## src/rtl/vga_pkg.sv

```systemverilog
// Shared VGA constants and helpers for the sprite compositor.
package vga_pkg;

  localparam int unsigned H_ACTIVE_DEF = 640;
  localparam int unsigned V_ACTIVE_DEF = 480;
  localparam int unsigned COLOR_W_DEF  = 3;

  typedef enum logic {
    MIX_OR       = 1'b0,
    MIX_PRIORITY = 1'b1
  } mix_mode_e;

  // Low bit of element idx inside a packed per-sprite bus of elements width bits wide.
  function automatic int unsigned slice_lo(input int unsigned idx, input int unsigned width);
    return idx * width;
  endfunction

endpackage

```

## src/rtl/vga_sprite_hit.sv

```systemverilog
// Combinational rectangle hit test for one sprite against the current pixel.
module vga_sprite_hit #(
  parameter int unsigned COORD_W = 10
) (
  input  logic               i_en,
  input  logic [COORD_W-1:0] i_x,
  input  logic [COORD_W-1:0] i_y,
  input  logic [COORD_W-1:0] i_sx,
  input  logic [COORD_W-1:0] i_sy,
  input  logic [COORD_W-1:0] i_w,
  input  logic [COORD_W-1:0] i_h,
  output logic               o_hit
);

  logic [COORD_W:0] x_end;
  logic [COORD_W:0] y_end;
  logic             x_in;
  logic             y_in;

  // One extra bit keeps sx+w from wrapping back onto low columns; w=0 gives an empty range.
  always_comb begin
    x_end = {1'b0, i_sx} + {1'b0, i_w};
    y_end = {1'b0, i_sy} + {1'b0, i_h};
    x_in  = (i_x >= i_sx) && ({1'b0, i_x} < x_end);
    y_in  = (i_y >= i_sy) && ({1'b0, i_y} < y_end);
    o_hit = i_en && x_in && y_in;
  end

endmodule

```

## src/rtl/vga_sprite_mixer.sv

```systemverilog
// N-channel sprite compositor: frame-shadowed sprite geometry, priority/OR mix, collision flags.
module vga_sprite_mixer
  import vga_pkg::*;
#(
  parameter int unsigned NUM_SPRITES = 4,
  parameter int unsigned COORD_W     = 10,
  parameter int unsigned COLOR_W     = COLOR_W_DEF,
  parameter int unsigned MIX_MODE    = 1,
  parameter int unsigned H_ACTIVE    = H_ACTIVE_DEF,
  parameter int unsigned V_ACTIVE    = V_ACTIVE_DEF,
  parameter logic [3*COLOR_W-1:0] BG_COLOR = '0
) (
  input  logic                               i_CLK,
  input  logic                               i_RST_n,
  input  logic                               i_hSync,
  input  logic                               i_vSync,
  input  logic [COORD_W-1:0]                 i_x_pos,
  input  logic [COORD_W-1:0]                 i_y_pos,
  input  logic [NUM_SPRITES-1:0]             i_spr_en,
  input  logic [NUM_SPRITES*COORD_W-1:0]     i_spr_x,
  input  logic [NUM_SPRITES*COORD_W-1:0]     i_spr_y,
  input  logic [NUM_SPRITES*COORD_W-1:0]     i_spr_w,
  input  logic [NUM_SPRITES*COORD_W-1:0]     i_spr_h,
  input  logic [NUM_SPRITES*3*COLOR_W-1:0]   i_spr_color,
  output logic [COLOR_W-1:0]                 o_red,
  output logic [COLOR_W-1:0]                 o_green,
  output logic [COLOR_W-1:0]                 o_blue,
  output logic                               o_hSync,
  output logic                               o_vSync,
  output logic [NUM_SPRITES-1:0]             o_collide,
  output logic                               o_frame
);

  localparam int unsigned PIX_W = 3 * COLOR_W;
  localparam int unsigned GEO_W = NUM_SPRITES * COORD_W;
  localparam int unsigned COL_W = NUM_SPRITES * PIX_W;
  localparam logic [COORD_W:0] H_LIM = (COORD_W+1)'(H_ACTIVE);
  localparam logic [COORD_W:0] V_LIM = (COORD_W+1)'(V_ACTIVE);
  localparam mix_mode_e MODE = (MIX_MODE == 0) ? MIX_OR : MIX_PRIORITY;

  logic [NUM_SPRITES-1:0] sh_en_q, sh_en_d;
  logic [GEO_W-1:0]       sh_x_q, sh_x_d, sh_y_q, sh_y_d, sh_w_q, sh_w_d, sh_h_q, sh_h_d;
  logic [COL_W-1:0]       sh_col_q, sh_col_d;

  logic                   vs_prev_q, vs_prev_d;
  logic [NUM_SPRITES-1:0] hit_q, hit_d;
  logic                   vis_q, vis_d;
  logic                   hs1_q, hs1_d, vs1_q, vs1_d;
  logic                   hs2_q, hs2_d, vs2_q, vs2_d;
  logic [NUM_SPRITES-1:0] acc_q, acc_d;
  logic [NUM_SPRITES-1:0] collide_q, collide_d;
  logic                   frame_q, frame_d;
  logic [PIX_W-1:0]       color_q, color_d;

  logic [NUM_SPRITES-1:0] hit;
  logic                   frame_edge;
  logic                   visible;
  logic                   multi_hit;
  logic [PIX_W-1:0]       mix;
  logic                   found;

  for (genvar k = 0; k < NUM_SPRITES; k++) begin : g_hit
    vga_sprite_hit #(
      .COORD_W(COORD_W)
    ) u_hit (
      .i_en (sh_en_q[k]),
      .i_x  (i_x_pos),
      .i_y  (i_y_pos),
      .i_sx (sh_x_q[slice_lo(k, COORD_W) +: COORD_W]),
      .i_sy (sh_y_q[slice_lo(k, COORD_W) +: COORD_W]),
      .i_w  (sh_w_q[slice_lo(k, COORD_W) +: COORD_W]),
      .i_h  (sh_h_q[slice_lo(k, COORD_W) +: COORD_W]),
      .o_hit(hit[k])
    );
  end

  // Shadow load and frame-edge detect
  always_comb begin
    frame_edge = ~i_vSync & vs_prev_q;
    sh_en_d    = sh_en_q;
    sh_x_d     = sh_x_q;
    sh_y_d     = sh_y_q;
    sh_w_d     = sh_w_q;
    sh_h_d     = sh_h_q;
    sh_col_d   = sh_col_q;
    if (frame_edge) begin
      sh_en_d  = i_spr_en;
      sh_x_d   = i_spr_x;
      sh_y_d   = i_spr_y;
      sh_w_d   = i_spr_w;
      sh_h_d   = i_spr_h;
      sh_col_d = i_spr_color;
    end
  end

  // Stage 1: hit vector, visibility, syncs, collision accumulation
  always_comb begin
    visible   = ({1'b0, i_x_pos} < H_LIM) && ({1'b0, i_y_pos} < V_LIM);
    multi_hit = |(hit & (hit - NUM_SPRITES'(1)));
    hit_d     = hit;
    vis_d     = visible;
    hs1_d     = i_hSync;
    vs1_d     = i_vSync;
    vs_prev_d = i_vSync;
    acc_d     = acc_q;
    if (visible && multi_hit) begin
      acc_d = acc_q | hit;
    end
    if (frame_edge) begin
      acc_d = '0;
    end
    collide_d = frame_edge ? acc_q : collide_q;
    frame_d   = frame_edge;
  end

  // Stage 2: colour mix and sync delay
  always_comb begin
    mix   = '0;
    found = 1'b0;
    for (int unsigned k = 0; k < NUM_SPRITES; k++) begin
      if (hit_q[k]) begin
        if (MODE == MIX_OR) begin
          mix = mix | sh_col_q[slice_lo(k, PIX_W) +: PIX_W];
        end else if (!found) begin
          mix   = sh_col_q[slice_lo(k, PIX_W) +: PIX_W];
          found = 1'b1;
        end
      end
    end
    if (hit_q == '0) begin
      mix = BG_COLOR;
    end
    color_d = vis_q ? mix : '0;
    hs2_d   = hs1_q;
    vs2_d   = vs1_q;
  end

  always_ff @(posedge i_CLK) begin
    if (!i_RST_n) begin
      sh_en_q   <= '0;
      sh_x_q    <= '0;
      sh_y_q    <= '0;
      sh_w_q    <= '0;
      sh_h_q    <= '0;
      sh_col_q  <= '0;
      vs_prev_q <= 1'b1;
      hit_q     <= '0;
      vis_q     <= 1'b0;
      hs1_q     <= 1'b1;
      vs1_q     <= 1'b1;
      hs2_q     <= 1'b1;
      vs2_q     <= 1'b1;
      acc_q     <= '0;
      collide_q <= '0;
      frame_q   <= 1'b0;
      color_q   <= '0;
    end else begin
      sh_en_q   <= sh_en_d;
      sh_x_q    <= sh_x_d;
      sh_y_q    <= sh_y_d;
      sh_w_q    <= sh_w_d;
      sh_h_q    <= sh_h_d;
      sh_col_q  <= sh_col_d;
      vs_prev_q <= vs_prev_d;
      hit_q     <= hit_d;
      vis_q     <= vis_d;
      hs1_q     <= hs1_d;
      vs1_q     <= vs1_d;
      hs2_q     <= hs2_d;
      vs2_q     <= vs2_d;
      acc_q     <= acc_d;
      collide_q <= collide_d;
      frame_q   <= frame_d;
      color_q   <= color_d;
    end
  end

  assign o_red     = color_q[PIX_W-1 -: COLOR_W];
  assign o_green   = color_q[2*COLOR_W-1 -: COLOR_W];
  assign o_blue    = color_q[COLOR_W-1:0];
  assign o_hSync   = hs2_q;
  assign o_vSync   = vs2_q;
  assign o_collide = collide_q;
  assign o_frame   = frame_q;

endmodule

```

## config.mk

```make
export PLATFORM = sky130hd
export DESIGN_NAME = vga_sprite_mixer
export DESIGN_NICKNAME = d
export VERILOG_FILES = /design/src/rtl/vga_pkg.sv /design/src/rtl/vga_sprite_hit.sv /design/src/rtl/vga_sprite_mixer.sv
export SDC_FILE = /design/constraint.sdc
export NUM_CORES = 1
export LEC_CHECK = 0
export CAP_MARGIN = 10
export CORE_MARGIN = 8
export CORE_UTILIZATION = 50
export CTS_BUF_LIST = sky130_fd_sc_hd__clkbuf_2 sky130_fd_sc_hd__clkbuf_4 sky130_fd_sc_hd__clkbuf_8
export DETAILED_ROUTE_END_ITERATION = 6
export PLACE_DENSITY = 0.86
export REMOVE_ABC_BUFFERS = 1
export SYNTH_ARGS = -nofsm -noshare
export SYNTH_HDL_FRONTEND = slang
export SYNTH_HIERARCHICAL = 1
export SYNTH_SLANG_ARGS = --single-unit
export TNS_END_PERCENT = 100
```

## constraint.sdc

```tcl
create_clock -name i_CLK -period 3.71 [get_ports i_CLK]
set_input_delay 0.371 -clock i_CLK [delete_from_list [all_inputs] [get_ports i_CLK]]
set_output_delay 0.371 -clock i_CLK [all_outputs]
set_load 0.02 [all_outputs]
```

# Word level (Yosys, flattened, before mapping)
# Index checks and enable logic that the tools add are counted.
[classes] order_cmp=18 reduce_logical=22 add_sub_neg=9 n_bitwise=6 mux=10
[op_table] operator="adder 10 x 10 -> 11 bit" count=8
[op_table] operator="less-than comparator 10 x 11 -> 1 bit" count=8
[op_table] operator="greater-or-equal comparator 10 bit" count=8
[op_table] operator="2-to-1 mux 9 bit" count=7
[op_table] operator="logical AND 1 bit" count=18
[op_table] operator="less-than comparator 10 bit (second input constant)" count=1
[op_table] operator="less-than comparator 10 x 9 -> 1 bit (second input constant)" count=1
[op_table] operator="bitwise AND 4 bit" count=1
[op_table] operator="zero test 4 bit" count=1
[op_table] operator="bitwise OR 4 bit" count=1
[op_table] operator="OR reduction 4 bit" count=1
[op_table] operator="subtractor 4 x 1 -> 4 bit (second input constant)" count=1
[op_table] operator="2-to-1 mux 1 bit" count=3
[op_table] operator="inverter 1 bit" count=3
[op_table] operator="OR reduction 3 bit" count=1
[op_table] operator="OR reduction 2 bit" count=1
[op_table] operator="bitwise AND 1 bit" count=1
[totals] output_inout_bits=16 register_bits=227

# Depth between registers and ports, before layout
# Gate-level depths: netlist of the first run.
[logic_depth] depth_word=9 mapped_depth=17

# Cells and area by module
# Netlist of the first run, hierarchy kept.
[modules_own_cells] mod="vga_sprite_mixer" cells_each=566 instances=1 area_each_um2=7218.2
[modules_own_cells] mod="vga_sprite_hit at g_hit[0].u_hit ..." cells_each=217 instances=2 area_each_um2=1654.1
[modules_own_cells] mod="vga_sprite_hit at g_hit[2].u_hit ..." cells_each=205 instances=2 area_each_um2=1630.3

# Worst setup path after synthesis of the first run
# Ideal clock, no wire load.
[synth_timing] path_type="register to register" from="register sh_y_q[0]" to="register acc_q[0]" path_slack_ns=0.250 path_stages_with_launch=17 required_time_ns=3.644 n_path_buf=0 t_arrival_ns=3.394 cell_sequence="dfxtp_1 -> ha_1 -> fa_1 -> a21oi_1 -> o211ai_2 -> nor4_1 -> nor3_2 -> xnor2_1 -> ha_1 -> a2111oi_0 -> o21ai_0 -> nor2_1 -> a311oi_1 -> nor4_1 -> o31a_1 -> a31oi_1 -> nor2_1"
[synth_between] elab_chain_len=8 elab_cells_between_ends=10
[synth_lines] element="start: declaration" line="vga_sprite_mixer.sv:42" rtl="logic [GEO_W-1:0] sh_x_q, sh_x_d, sh_y_q, sh_y_d, sh_w_q, sh_w_d, sh_h_q, sh_h_d;"
[synth_lines] element="start signal: assignment" line="vga_sprite_mixer.sv:160" rtl="sh_y_q <= sh_y_d;"
[synth_lines] element="adder 10 x 10 -> 11 bit" line="vga_sprite_hit.sv:23" rtl="y_end = {1'b0, i_sy} + {1'b0, i_h};"
[synth_lines] element="less-than comparator 10 x 11 -> 1 bit" line="vga_sprite_hit.sv:25" rtl="y_in = (i_y >= i_sy) && ({1'b0, i_y} < y_end);"
[synth_lines] element="logical AND 1 bit *" line="vga_sprite_hit.sv:25"
[synth_lines] element="logical AND 1 bit *" line="vga_sprite_hit.sv:26" rtl="o_hit = i_en && x_in && y_in;"
[synth_lines] element="via hit[0]" line="vga_sprite_mixer.sv:55" rtl="logic [NUM_SPRITES-1:0] hit;"
[synth_lines] element="subtractor 4 x 1 -> 4 bit" line="vga_sprite_mixer.sv:99" rtl="multi_hit = |(hit & (hit - NUM_SPRITES'(1)));"
[synth_lines] element="bitwise AND 4 bit" line="vga_sprite_mixer.sv:99"
[synth_lines] element="OR reduction 4 bit" line="vga_sprite_mixer.sv:99"
[synth_lines] element="logical AND 1 bit" line="vga_sprite_mixer.sv:106" rtl="if (visible && multi_hit) begin"
[synth_lines] element="end signal: assignment" line="vga_sprite_mixer.sv:153" rtl="acc_q <= '0;"
[synth_lines] element="end signal: assignment" line="vga_sprite_mixer.sv:171" rtl="acc_q <= acc_d;"
[synth_lines] element="end: declaration" line="vga_sprite_mixer.sv:50" rtl="logic [NUM_SPRITES-1:0] acc_q, acc_d;"
# Mark *: on every way through the listed nets, which the timed path passes. The rest lies on a longest branch.
# A chain may end at the register's enable or synchronous reset.

# Worst setup path after layout of the first run
[layout_timing] from="register sh_y_q[30]" to="register acc_q[3]"
# The elaborated chain is that of the path after synthesis.

==> impl_results.md, run 1 <==
* Clk_lat worst skew at 560 ps
* CP required at 4180 ps
* Vias in the first global route at 12,280
* Power Total at between 0.006 and 0.007 W
* Cell area after synthesis at 13,790 um2
* Synth async-reset ratio at 0
* Core Region at 27,030 um2
* I/O Pins at 240
* Rel. slew slack at 0.4819
* First-pass GRT wire length at 60.90 mm
* Grt total ovfl at 0
* Fmax achieved at 0.2765 GHz
* Clock-pin slew of the registers on the worst-case setup and hold paths at 60 ps
* Setup WS post-layout at 93.76 ps
* Die X at 182.1 um
* Most used flip-flop cell after synthesis: dfxtp_1
* Row count at 60
* CTS max path bufs at 3
* Antenna Cells at 0
* Worst hold start: i_hSync
* Initial antenna violation count at 4
* CTS tree: yes
* Final Core Density at 0.6615
* Tmin final at 3616 ps
* Post-route clock skew at 33.95 ps
* Hold Path Depth at 2
* Final setup fails at 0
* Iteration-0 DRC Markers at between 500 and 600
* Dpl hpwl at 28.58 mm
* Avg Cell Area, Syn at 9.778 um2
* Initial Util at 0.5101
* Final nets at between 2,000 and 2,500
* Worst r2r src: sh_y_q[30]$_SDFFE_PN0P_
* Cell leakage power at approximately 7.5 nW
* Die ar. at ~33,000 um2
* Num CTS Buffers at 40
* Yosys warnings at 6
* RSZ-0062 raised after global routing: true
* CP Max Fanout at 5
* Yosys reg bits at between 200 and 250
* Area growth, synth to finish at 29.68%
* Pin count of the biggest net entering global routing at ~100
* Vias per cell at 5.801
* Syn Inst Count at 1,410
* # DRC at 0
* Max_cap viols at 0
* Root Buffer: clkbuf_8
* H-tree Lvls at 2
* GPL Wtd Cong at 0.8935
* Crit path arrival time at 4090 ps
* Outcome: complete, no violations
* Routed Antenna Nets at 0
* Peak supply drop at 0.2523 mV
* Fraction of layout cells with a size suffix above 1 at 0.1186
* TNS Setup at 0 ps
* Hold buffer count at CTS at 0
* # clock sinks at approximately 230
* Post-synth cell types at just under 60
* Post-synthesis sequential area ratio at 0.3296
* Avg WL per Cell at about 19 um
* CP endpoint kind: flip-flop
* Crit Path Class: flip-flop to flip-flop
* Tcrit/Tclk final at 0.9747
* IO Port Bufs at 239
* All-Layer GR Usage at 0.2206
* Most frequent cells in the layout: 239 x clkdlybuf4s50_1, 220 x ha_1, 215 x dfxtp_1
* Pins Over Slew Limit at 0
* Final hold viol count at 0
* First-pass DRT Iterations at 5
* HP Class: input pin to flip-flop
* Worst Setup SP: sh_y_q[30]$_SDFFE_PN0P_
* Die Y at between 150 and 200 um
* Pre-CTS WS at -169.5 ps
* Power density cells at 378.7 nW/um2
* Post-synth EDFFs at 0
* Startpoint Class: flip-flop
* Vias post-DR at 11,860
* Commonest non-fill, non-tap cell in the layout: clkdlybuf4s50_1
* Final wirelength at 38.14 mm
* Worst slew pin tran at 776.1 ps
* R2R depth at 17
## where the power goes
group,leakage [nW],internal (W),switching [W]
Clock,0.477,0.00154,0.00107
Sequential,1.87,0.00258,0.000113
Combinational,5.15,0.000762,0.000708
## per-stage QoR
step	instance area, um2	hold WS (ps)	cells
CTS	17510	354.8	2041
global route	17880	369.9	2044
detailed placement	16520	407.2	1969
global placement	16520	396.7	1969
floorplan	13410	386.3	1359
finish	17880	381.5	2044
## final timing paths
path	to	slack (ps)
max	acc_q[3]$_SDFFE_PP0P_	90
min	hs1_q$_SDFF_PN1_	380
max reg2reg	acc_q[3]$_SDFFE_PP0P_	90
min reg2reg	o_hSync$_SDFF_PN1_	420
## cell families (layout without fill, tap and decap cells)
group	count (synthesis)	count (layout)	share of synthesized area
AO/OA/AOI/OAI	491	491	0.2663
adder cells (fa/ha/maj)	240	240	0.2222
flip-flops	227	227	0.3296
AND/OR/NAND/NOR	217	217	0.08095
buffers and inverters	171	464	0.06035
XOR/XNOR	64	64	0.04066
## layout make-up
type	instances	area, um2
Tap cell	341	426.7
Clock inverter	9	146.4
Sequential cell	227	4564
Inverter	120	450.4
Clock buffer	61	764.5
Timing Repair Buffer	274	2718
Multi-Input combinational cell	1012	8808
Fill cell	2107	9148
## worst max-delay path: stages, from the launching register on
cell	delay (ps)
dfxtp_1	340
ha_1	230
fa_1	450
a211oi_2	260
o21ai_1	80
and3_1	200
nor2_1	130
xor2_1	160
ha_1	260
a21o_1	170
a21oi_1	150
a2bb2oi_1	160
o21ai_0	80
and3_1	220
a211oi_4	260
o31a_1	200
a31oi_1	80
nor2_1	120
## synthesized netlist by cell type, types with 9 or more instances
cell type	n	share of area
a2111oi_0	12	0.0076
a21o_1	20	0.011
a21oi_1	86	0.031
a22o_1	213	0.14
buf_2	11	0.0040
buf_4	11	0.0060
buf_6	18	0.015
clkbuf_1	11	0.0030
dfxtp_1	227	0.33
ha_1	232	0.21
inv_1	117	0.032
nand2_1	48	0.013
nand2b_1	13	0.0059
nand3_1	27	0.0098
nand3b_1	9	0.0049
nor2_1	52	0.014
nor3_1	18	0.0065
o21a_1	25	0.014
o21ai_0	46	0.017
o21ai_1	14	0.0051
o21bai_1	14	0.0076
xnor2_1	34	0.022
xor2_1	30	0.019
## flip-flops by register name (all words and copies together) (netlist names)
register	count
acc_q	4
color_q	9
hit_q	4
hs1_q	1
o_collide	4
o_frame	1
o_hSync	1
o_vSync	1
sh_col_q	36
sh_en_q	4
sh_h_q	40
sh_w_q	40
sh_x_q	40
sh_y_q	40
vis_q	1
vs1_q	1
## per-layer routing
layer,vias to the layer above,global-route usage,routed length [um]
met5,-,0,64
met4,8,0.08232,1222
met3,94,0.04449,2120
met2,330,0.3649,17660
met1,5624,0.2802,17080
li1,5802,-,-
## repair_timing
action,in CTS,in global routing
pin swaps,8,59
endpoints found under the hold margin,0,0
resized for setup,19,78
buffers inserted,2,5
setup endpoints to repair,4,7
Note: power is estimated with default switching activity, not from simulation.
==> run 2: changes to the inputs <==
--- a/config.mk
+++ b/config.mk
@@ -12,6 +12,7 @@
 export DETAILED_ROUTE_END_ITERATION = 6
 export PLACE_DENSITY = 0.86
 export REMOVE_ABC_BUFFERS = 1
+export SKIP_LAST_GASP = 1
 export SYNTH_ARGS = -nofsm -noshare
 export SYNTH_HDL_FRONTEND = slang
 export SYNTH_HIERARCHICAL = 1
==> results of run 2 <==
No change in the layout: final DEF, timing and power equal those of run 1.
==> run 3: changes to the inputs <==
--- a/config.mk
+++ b/config.mk
@@ -7,10 +7,10 @@
 export LEC_CHECK = 0
 export CAP_MARGIN = 10
 export CORE_MARGIN = 8
-export CORE_UTILIZATION = 50
+export CORE_UTILIZATION = 55
 export CTS_BUF_LIST = sky130_fd_sc_hd__clkbuf_2 sky130_fd_sc_hd__clkbuf_4 sky130_fd_sc_hd__clkbuf_8
 export DETAILED_ROUTE_END_ITERATION = 6
-export PLACE_DENSITY = 0.86
+export PLACE_DENSITY = 0.9
 export REMOVE_ABC_BUFFERS = 1
 export SKIP_LAST_GASP = 1
 export SYNTH_ARGS = -nofsm -noshare
==> constraint.sdc (replaced) <==
create_clock -name i_CLK -period 4.6 [get_ports i_CLK]
set_input_delay 0.46 -clock i_CLK [delete_from_list [all_inputs] [get_ports i_CLK]]
set_output_delay 0.46 -clock i_CLK [all_outputs]
set_load 0.01 [all_outputs]
==> run 3 against run 2 <==
Effect of this change:
- sequential share of layout area grew 1.1 points
- sequential power decreased by 20%
- via count is 1.0% lower
- hold slack better by 39 ps
- critical path depth down 1
- clock power is 29% lower
- design area decreased by 4.4%
- critical path type unchanged
- critical endpoint is now acc_q[0]$_SDFFE_PP0P_
==> impl_results.md, run 3 (same netlist as run 1, synthesis figures left out) <==
* CTS tree: yes
* Internal power at 0.003689 W
* Pin count of the biggest net entering global routing at around 110
* I/O Pins at 240
* Total setup buffers inserted after CTS at 0
* Root Buffer: clkbuf_8
* Initial Util at 0.5539
* Post-cts resize count at 0
* Hold Path Depth at 1
* Net Sw Power at 0.001428 W
* RSZ-0062 raised after global routing: false
* Vias in the first global route at 12,060
* Logic pwr share at 0.214
* Clock power frac at 0.364
* Setup WS post-layout at between 400 and 500 ps
* Fmax achieved at 0.2403 GHz
* Iteration-0 DRC Markers at around 800
* R2R depth at 16
* Crit path arrival time at 4640 ps
* Row count at 58
* Vias per cell at about 5.9
* Worst r2r src: sh_y_q[0]$_SDFFE_PN0P_
* Die Y at 174.3 um
* WHS Endpoint: o_hSync$_SDFF_PN1_
* CP Cell Sequence: ha_1 > fa_1 > a21oi_1 > o211ai_2 > nor4_1 > nor3_2 > xnor2_1 > ha_1 > a2111oi_0 > o21ai_0 > nor2_1 > a311oi_1 > nor4_1 > o31a_1 > a31oi_1 > nor2_1
* Fin area at 17,090 um2
* # DRC at 0
* First-pass GRT wire length at 59.48 mm
* Worst slew pin tran at 1073 ps
* GPL Wtd Cong at 0.8400
* Post-route clock skew at 27.58 ps
* Worst hold start: hs1_q$_SDFF_PN1_
* Peak supply drop at 0.1900 mV
* Crit-path max cell delay at 700 ps
* IO Port Bufs at 239
* Crit Path Class: flip-flop to flip-flop
* Die ar. at slightly above 30,000 um2
* Grt total ovfl at 0
* RR Endpoint: acc_q[0]$_SDFFE_PP0P_
* Commonest non-fill, non-tap cell in the layout: clkdlybuf4s50_1
* Max_cap viols at 0
* Num CTS Buffers at 39
* CP required at 5080 ps
* Switching fraction of total power at 0.2791
* FF-to-FF setup slack at 440 ps
* Placement Cell Area at roughly 16,000 um2
* Routed Antenna Nets at 0
* Fraction of layout cells with a size suffix above 1 at 0.05875
* Most frequent cells in the layout: 239 x clkdlybuf4s50_1, 232 x ha_1, 227 x dfxtp_1
* Dpl hpwl at 27.50 mm
* # clock sinks at 227
* Core Region at 24,890 um2
* Final Core Density at 0.6866
* CTS max path bufs at 3
* Vias post-DR at between 10,000 and 15,000
* Die X at roughly 170 um
* Final hold viol count at 0
* Final setup fails at 0
* Flip-flop and latch area at 4544 um2
* CP endpoint kind: flip-flop
* Tmin final at 4162 ps
* Area growth, synth to finish at 23.96%
* First-pass DRT Iterations at 5
* Pre-CTS WS at 535.1 ps
* Pins Over Slew Limit at 0
* Power Total at between 0.005 and 0.006 W
* Power density cells at 299.4 nW/um2
* H-tree Lvls at 2
* HP Class: flip-flop to flip-flop
* Avg WL per Cell at ~18 um
* # fillers at ~1,900
* Rel. slew slack at 0.2829
* Initial antenna violation count at 0
* Startpoint Class: flip-flop
* Clock-pin slew of the registers on the worst-case setup and hold paths at about 60 ps
* Area of the multi-input gates at 8423 um2
* All-Layer GR Usage at 0.2329
* Tcrit/Tclk final at 0.9047
* TNS Setup at 0 ps
* Outcome: complete, no violations
* Cell leakage power at a little over 7 nW
* CP Max Fanout at 5
* Hold buffer count at CTS at 0
* Clk_lat worst skew at 540 ps
* Cell at the slowest stage of the critical path: nor4_1
* Antenna Cells at 0
* Final nets at 2,108
* Flop pwr share at 0.423
* Final wirelength at between 30 and 40 mm
## run 3: cell types whose count changed in the layout (fill, tap and decap cells not counted), sizes merged
| cell | before | now |
|---|---|---|
| bufinv | 3 | 1 |
| inv | 122 | 120 |
| clkinv | 3 | 5 |
| buf | 35 | 5 |
| clkbuf | 61 | 58 |
## run 3: final cells by class
class / instances / area share
Multi-Input combinational cell: 1012 / 0.4929
Sequential cell: 227 / 0.2659
Timing Repair Buffer: 244 / 0.1451
Clock buffer: 58 / 0.04195
Inverter: 120 / 0.02636
Tap cell: 330 / 0.02416
Clock inverter: 7 / 0.003661
## run 3: how the worst max path moves through the flow
stage | startpoint | to | slack, ps | cells after the start
2_1_floorplan | i_vSync | o_frame$_SDFF_PN0_ | -370 | 2
3_3_place_gp | sh_y_q[20]$_SDFFE_PN0P_ | acc_q[2]$_SDFFE_PP0P_ | 750 | 17
3_5_place_dp | sh_y_q[0]$_SDFFE_PN0P_ | acc_q[1]$_SDFFE_PP0P_ | 540 | 16
4_1_cts | sh_y_q[0]$_SDFFE_PN0P_ | acc_q[0]$_SDFFE_PP0P_ | 500 | 16
5_1_grt | sh_y_q[0]$_SDFFE_PN0P_ | acc_q[0]$_SDFFE_PP0P_ | 30 | 16
6_report | sh_y_q[0]$_SDFFE_PN0P_ | acc_q[0]$_SDFFE_PP0P_ | 440 | 16
## run 3: per-stage QoR
step                cells  hold WS (ps)
global placement     1933         398.4
detailed placement   1933         401.1
floorplan            1359         386.3
finish               1998         420.0
CTS                  1998         421.2
global route         1998         442.1
## run 3: power groups by stage
stage	sequential [W]	clock, W	combinational (W)
finish	0.00216	0.00186	0.00109
global route	0.00217	0.00199	0.00122
CTS	0.00216	0.00189	0.00109
detailed placement	0.00220	0	0.00108
global placement	0.00220	0	0.00103
floorplan	0.00217	0	0.000673
## run 3: layer usage
| layer | global-route usage | vias to the layer above | wire [um] |
|---|---|---|---|
| met5 | 0 | - | 0 |
| li1 | - | 5726 | - |
| met4 | 0.08693 | 0 | 1071 |
| met1 | 0.2934 | 5581 | 16560 |
| met2 | 0.3860 | 352 | 16790 |
| met3 | 0.04773 | 80 | 2189 |
## run 3: critical path: cells and delay by family (launching register included)
family	cells	cell delay (ps)
xor+xnor	1	140
fa+ha+maj	3	950
simple gates	5	1300
flops	1	340
compound gates	7	1380
==> RTL change 1: new RTL, settings of run 2 <==
Change the parameter `MIX_MODE` from 1 to 0.
--- a/src/rtl/vga_sprite_mixer.sv
+++ b/src/rtl/vga_sprite_mixer.sv
@@ -5,7 +5,7 @@
   parameter int unsigned NUM_SPRITES = 4,
   parameter int unsigned COORD_W     = 10,
   parameter int unsigned COLOR_W     = COLOR_W_DEF,
-  parameter int unsigned MIX_MODE    = 1,
+  parameter int unsigned MIX_MODE    = 0,
   parameter int unsigned H_ACTIVE    = H_ACTIVE_DEF,
   parameter int unsigned V_ACTIVE    = V_ACTIVE_DEF,
   parameter logic [3*COLOR_W-1:0] BG_COLOR = '0
Formal check against the unedited RTL: not equivalent (a bounded check fails within 4 cycles, from zero or initial values and one cycle with i_RST_n low).
==> RTL change 1 against run 2 <==
Cell area decreased by 1.0%. Total power shrank 3.5%. Clock power fell by 8.8%. Area after synthesis decreased by 0.78%. Sequential cell count did not move. Setup slack got worse by 0.072 ns. Routed wire length about the same.
==> RTL change 1: results (changes against run 2) <==
- The run finished with clean final reports.
- CP max-delay cell: sky130_fd_sc_hd__nor4_4
- The final wirelength came to 38.1 mm (about the same).
- The overall routing resource usage came to 21.8% (-0.21 points).
- Weighted congestion reported at the end of routability-driven placement: 0.904 (+1.1%)
- Antenna violations before repair: 0 (-4)
- FFs & Latches: 227 (unchanged)
- The total leakage power was 7.34 nW (-2.0%).
* Fillcell total: 2079 (-1.3%)
- The sequential share of cell area came to 25.8% (+0.29 points).
- The post-placement setup slack is -0.136 ns (+0.0334 ns).
- Worst hold path class: flip-flop to flip-flop
- The longest individual stage delay on the worst path was 0.42 ns (-0.03 ns).
- DRT iter0 DRCs: 555 (-4.6%)
- The multi-input combinational cell count was 993 (-1.9%).
* Highest layer used for signal routing: met4
* Post-detailed-placement half-perimeter wirelength: 28.2 mm (-1.5%)
- Count of non-filler cells in the finished layout: 2015 (-1.4%)
* Via count of the first global-routing pass: 12200 (-0.89%)
- Share of final layout cell area taken by clock buffers and inverters: 4.71% (-0.38 points)
- The number of buffers outside the clock class in the layout was 273 (-0.36%).
- Top cells by area in the synthesized netlist: sky130_fd_sc_hd__dfxtp_1 (33%), sky130_fd_sc_hd__ha_1 (21%), sky130_fd_sc_hd__a22o_1 (13%)
- The worst clock skew on the final layout was 0.0164 ns (-0.0176 ns).
* Met1 Wirelength: 16.7 mm (-2.2%)
- The TritonCTS buffer count is 39 (-2.5%).
- First-pass GRT wire length: 60.0 mm (-1.4%)
* Arrival time at the worst endpoint: 4.15 ns (+0.06 ns)
* Non-clock inverter total of the final layout: 111 (-7.5%)
- Clock insertion delay at the later pin of the skew report: 0.53 ns (-0.03 ns)
- The final-layout clock buffer total was 59 (-3.3%).
* Instance count along the most critical hold path: 1 (-1)
- The sequential-to-total area share from yosys stat came to 33.2% (+0.26 points).
* Worst relative slew slack: 48.2% (about the same)
- The final antenna diode count came to 1 (+1).
* Most used standard cells in the synthesized netlist: sky130_fd_sc_hd__ha_1 (232), sky130_fd_sc_hd__dfxtp_1 (227), sky130_fd_sc_hd__a22o_1 (204)
[RTL change 1: changes by cell type after synthesis, sizes merged]
cell,delta
buf,+8
nor4b,-1
a22oi,+18
clkbuf,-9
nand2,-9
inv,-9
nand3b,-9
a22o,-9
a21oi,-9
[RTL change 1: critical path: cells and delay by family, from the launching register on]
family / cells / cell delay, ns
fa+ha+maj: 3 / 0.90
simple gates: 5 / 1.10
flops: 1 / 0.36
xor+xnor: 1 / 0.16
compound gates: 7 / 1.06
[RTL change 1: cells by family (layout without fill, tap and decap cells)]
| logic type | Yosys count | after routing | share of synthesized area (%) |
|---|---|---|---|
| AOI/OAI and AO/OA | 491 | 491 | 27.2 |
| adders and majority gates | 240 | 240 | 22.4 |
| DFF | 227 | 227 | 33.2 |
| and+or+nand+nor | 198 | 198 | 7.40 |
| buffers and inverters | 161 | 453 | 5.73 |
| xor gates and xnor gates | 64 | 64 | 4.10 |
| other | 0 | 1 | 0 |
[RTL change 1: per-stage QoR]
| step | cell area (µm²) | TNS, ns | hold WS, ns |
|---|---|---|---|
| 5_1_grt | 17700 | -0.556 | 0.410 |
| 3_5_place_dp | 16400 | -0.428 | 0.407 |
| 2_1_floorplan | 13300 | -123.21 | 0.386 |
| 3_3_place_gp | 16400 | 0 | 0.397 |
| 4_1_cts | 17300 | 0 | 0.389 |
| 6_report | 17700 | 0 | 0.397 |
[RTL change 1: final timing paths]
| kind | start | to | slack, ns |
|---|---|---|---|
| max | sh_y_q[10]$_SDFFE_PN0P_ | acc_q[1]$_SDFFE_PP0P_ | 0.02 |
| min | hs1_q$_SDFF_PN1_ | o_hSync$_SDFF_PN1_ | 0.40 |
| max reg2reg | sh_y_q[10]$_SDFFE_PN0P_ | acc_q[1]$_SDFFE_PP0P_ | 0.02 |
| min reg2reg | hs1_q$_SDFF_PN1_ | o_hSync$_SDFF_PN1_ | 0.40 |
[RTL change 1: repair_timing]
action / CTS / global route
endpoints found under the setup margin: 4 / 7
gates cloned: 0 / 0
pin swaps: 9 / 58
gates resized for setup: 25 / 75
buffers inserted: 1 / 8
hold endpoints to repair: 0 / 0
[RTL change 1: layer usage]
metal,global-route usage [%],vias to the layer above
met3,4.33,104
li1,-,5721
met4,8.63,0
met5,0,-
met2,36.5,381
met1,27.3,5595
[RTL change 1: power breakdown]
| group | switching [mW] | internal (mW) | leakage, nW | total [mW] |
|---|---|---|---|---|
| clock | 1.02 | 1.37 | 0.441 | 2.38 |
| sequential | 0.113 | 2.58 | 1.87 | 2.69 |
| combinational | 0.706 | 0.758 | 5.03 | 1.46 |
| total | 1.84 | 4.70 | 7.34 | 6.53 |
==> RTL change 2: new RTL, config.mk and constraints of run 2 <==
Without the edit above. Take the reset off `sh_en_q`, `sh_x_q`, `sh_y_q`, `sh_w_q`, `sh_h_q` and `sh_col_q` and load them in a clocked block of their own.
--- a/src/rtl/vga_sprite_mixer.sv
+++ b/src/rtl/vga_sprite_mixer.sv
@@ -137,12 +137,6 @@
 
   always_ff @(posedge i_CLK) begin
     if (!i_RST_n) begin
-      sh_en_q   <= '0;
-      sh_x_q    <= '0;
-      sh_y_q    <= '0;
-      sh_w_q    <= '0;
-      sh_h_q    <= '0;
-      sh_col_q  <= '0;
       vs_prev_q <= 1'b1;
       hit_q     <= '0;
       vis_q     <= 1'b0;
@@ -155,12 +149,6 @@
       frame_q   <= 1'b0;
       color_q   <= '0;
     end else begin
-      sh_en_q   <= sh_en_d;
-      sh_x_q    <= sh_x_d;
-      sh_y_q    <= sh_y_d;
-      sh_w_q    <= sh_w_d;
-      sh_h_q    <= sh_h_d;
-      sh_col_q  <= sh_col_d;
       vs_prev_q <= vs_prev_d;
       hit_q     <= hit_d;
       vis_q     <= vis_d;
@@ -175,6 +163,15 @@
     end
   end
 
+  always_ff @(posedge i_CLK) begin
+    sh_en_q  <= sh_en_d;
+    sh_x_q   <= sh_x_d;
+    sh_y_q   <= sh_y_d;
+    sh_w_q   <= sh_w_d;
+    sh_h_q   <= sh_h_d;
+    sh_col_q <= sh_col_d;
+  end
+
   assign o_red     = color_q[PIX_W-1 -: COLOR_W];
   assign o_green   = color_q[2*COLOR_W-1 -: COLOR_W];
   assign o_blue    = color_q[COLOR_W-1:0];
Function: differs if i_RST_n is asserted again (counterexample within 4 cycles, from zero or initial values and one cycle with i_RST_n low); with i_RST_n held inactive, the same outputs for 4 cycles.
==> RTL change 2 against run 2 <==
The run now ends with negative setup slack left. Sequential cell count unchanged. Non-clock buffer count up 17. Routed wire length fell by 7.5%. Cell area increased by 1.1%. Setup slack got worse by 0.15 ns. Area after synthesis down 0.49%. Total power rose by 4.7%. Largest power group unchanged.
==> RTL change 2: results (changes against run 2) <==
* Total placed instance area: 0.0168 mm² (+1.5%)
- The proportion of layout cells with a drive suffix above 1 is 12.8% (+0.93 points).
- Weighted congestion reported at the end of routability-driven placement: 0.834 (-6.6%)
- The global-route wire length before repair came to 55.0 mm (-9.7%).
* Most used standard cells in the synthesized netlist: sky130_fd_sc_hd__ha_1 (232), sky130_fd_sc_hd__edfxtp_1 (200), sky130_fd_sc_hd__inv_1 (120)
- The number of synthesized flops with an enable pin is 200 (+200).
- The slowest stage of the critical path is the sky130_fd_sc_hd__edfxtp_1 cell.
- The post-synthesis cell type count was 60 (+1.7%).
- The total length of routed met3 wires is 2.29 mm (+8.1%).
- The slew at the pin closest to its max-slew limit came to 0.830 ns (+0.0542 ns).
* Largest incremental delay on the critical path: 0.43 ns (-0.02 ns)
- Antenna violations before repair: 0 (-4)
- Setup TNS after final layout: -0.134 ns (-0.134 ns)
- PnR worst setup slack: -0.0581 ns (-0.152 ns)
- The routed length on met1 is 15.4 mm (-10%).
- The starting DRC count in detailed routing was 529 (-9.1%).
* Longest Clk Path Bufs: 3 (unchanged)
- Final-report setup violation count: 3 (+3)
* Post-synthesis cell count: 1175 (-17%)
- The checks that failed: negative setup slack.
- Worst slack at placement: -0.239 ns (-0.0698 ns)
* Worst-case clock skew: 0.0132 ns (-0.0208 ns)
- Via count normalized by instance count: 5.48 (-5.5%)
* Outcome: finished with violations
* Fillcell total: 1919 (-8.9%)
- # H-tree levels: 2 (unchanged)
* Count of non-filler cells in the finished layout: 1873 (-8.4%)
* Cell count after placement: 1784 (-9.4%)
- Via count of the first global-routing pass: 10900 (-11%)
- LEAKAGE: 7.48 nW (-0.21%)
- The arrival time of data at the critical path endpoint is 4.18 ns (+0.09 ns).
- The net total in the final layout came to 1966 (-8.1%).
- Global routing usage summed across all routing layers: 20.6% (-1.4 points)
* Met2 routed WL: 16.8 mm (-4.7%)
- The clock insertion delay at the later pin of the skew report is 0.53 ns (-0.03 ns).
* Post-detailed-placement half-perimeter wirelength: 27.3 mm (-4.4%)
* Top cells by area in the synthesized netlist: sky130_fd_sc_hd__edfxtp_1 (44%), sky130_fd_sc_hd__ha_1 (21%), sky130_fd_sc_hd__dfxtp_1 (3.9%)
* Sequential element share of the synthesized area: 47.7% (+15 points)
- Maximum number of pins on one net before global-route repair: 74 (-27%)
- Highest layer used for signal routing: met4
* Wire per inst: 18.8 µm (+0.93%)
## RTL change 2: area by class of cell
| cell class | instances | area (µm²) | share of cell area [%] |
|---|---|---|---|
| timing repair buffer | 291 | 2800 | 15.5 |
| clock inverter | 20 | 173 | 0.955 |
| multi-input combinational | 820 | 7010 | 38.8 |
| clock buffer | 52 | 653 | 3.61 |
| sequential | 227 | 6550 | 36.2 |
| tap | 341 | 427 | 2.36 |
| inverter | 122 | 465 | 2.58 |
## RTL change 2: timing repair
action	4_1_cts	5_1_grt
pin swaps	28	37
resized for setup	47	30
endpoints found under the hold margin	0	0
setup buffers	14	6
setup endpoints to repair	5	7
## RTL change 2: cell families after synthesis
kind of cell,after synthesis,share of synthesized area (%)
adders and majority gates,240,22.3
and+or+nand+nor,227,8.44
DFF,227,47.7
xor gates and xnor gates,64,4.09
AOI/OAI and AO/OA,289,13.8
buffers and inverters,128,3.64
## RTL change 2: metal layers
metal  up-vias  track usage (%)
li1       5045                -
met1      4873             26.2
met2       287             35.2
met3        60             4.15
met4         0             5.67
met5         -                0
## RTL change 2: power breakdown
group	total, mW	switching, mW	internal [mW]
combinational	1.70	0.840	0.861
clock	2.38	1.02	1.36
sequential	3.01	0.0738	2.94
total	7.09	1.93	5.16
## RTL change 2: final timing paths
path / from / to / slack (ns) / depth (start not counted)
worst max-delay path: sh_x_q[30]$_DFFE_PP_ / acc_q[0]$_SDFFE_PP0P_ / -0.06 / 16
worst min-delay path: i_spr_y[38] / sh_y_q[38]$_DFFE_PP_ / 0.39 / 1
worst max register to register: sh_x_q[30]$_DFFE_PP_ / acc_q[0]$_SDFFE_PP0P_ / -0.06 / 16
worst min register to register: hs1_q$_SDFF_PN1_ / o_hSync$_SDFF_PN1_ / 0.44 / 1
## RTL change 2: worst register-to-register path: stages, from the launching register on
cell and delay (ns):
sky130_fd_sc_hd__edfxtp_1 0.43, sky130_fd_sc_hd__ha_4 0.19, sky130_fd_sc_hd__fa_2 0.35, sky130_fd_sc_hd__a21oi_2 0.17, sky130_fd_sc_hd__o211ai_1 0.15, sky130_fd_sc_hd__nor4_2 0.37, sky130_fd_sc_hd__nor3_2 0.11, sky130_fd_sc_hd__xnor2_1 0.14
sky130_fd_sc_hd__ha_1 0.30, sky130_fd_sc_hd__a21o_1 0.16, sky130_fd_sc_hd__a21oi_2 0.08, sky130_fd_sc_hd__a221o_1 0.34, sky130_fd_sc_hd__a31oi_4 0.24, sky130_fd_sc_hd__a211oi_4 0.12, sky130_fd_sc_hd__o31a_1 0.29, sky130_fd_sc_hd__a31oi_1 0.17
sky130_fd_sc_hd__nor2_1 0.05
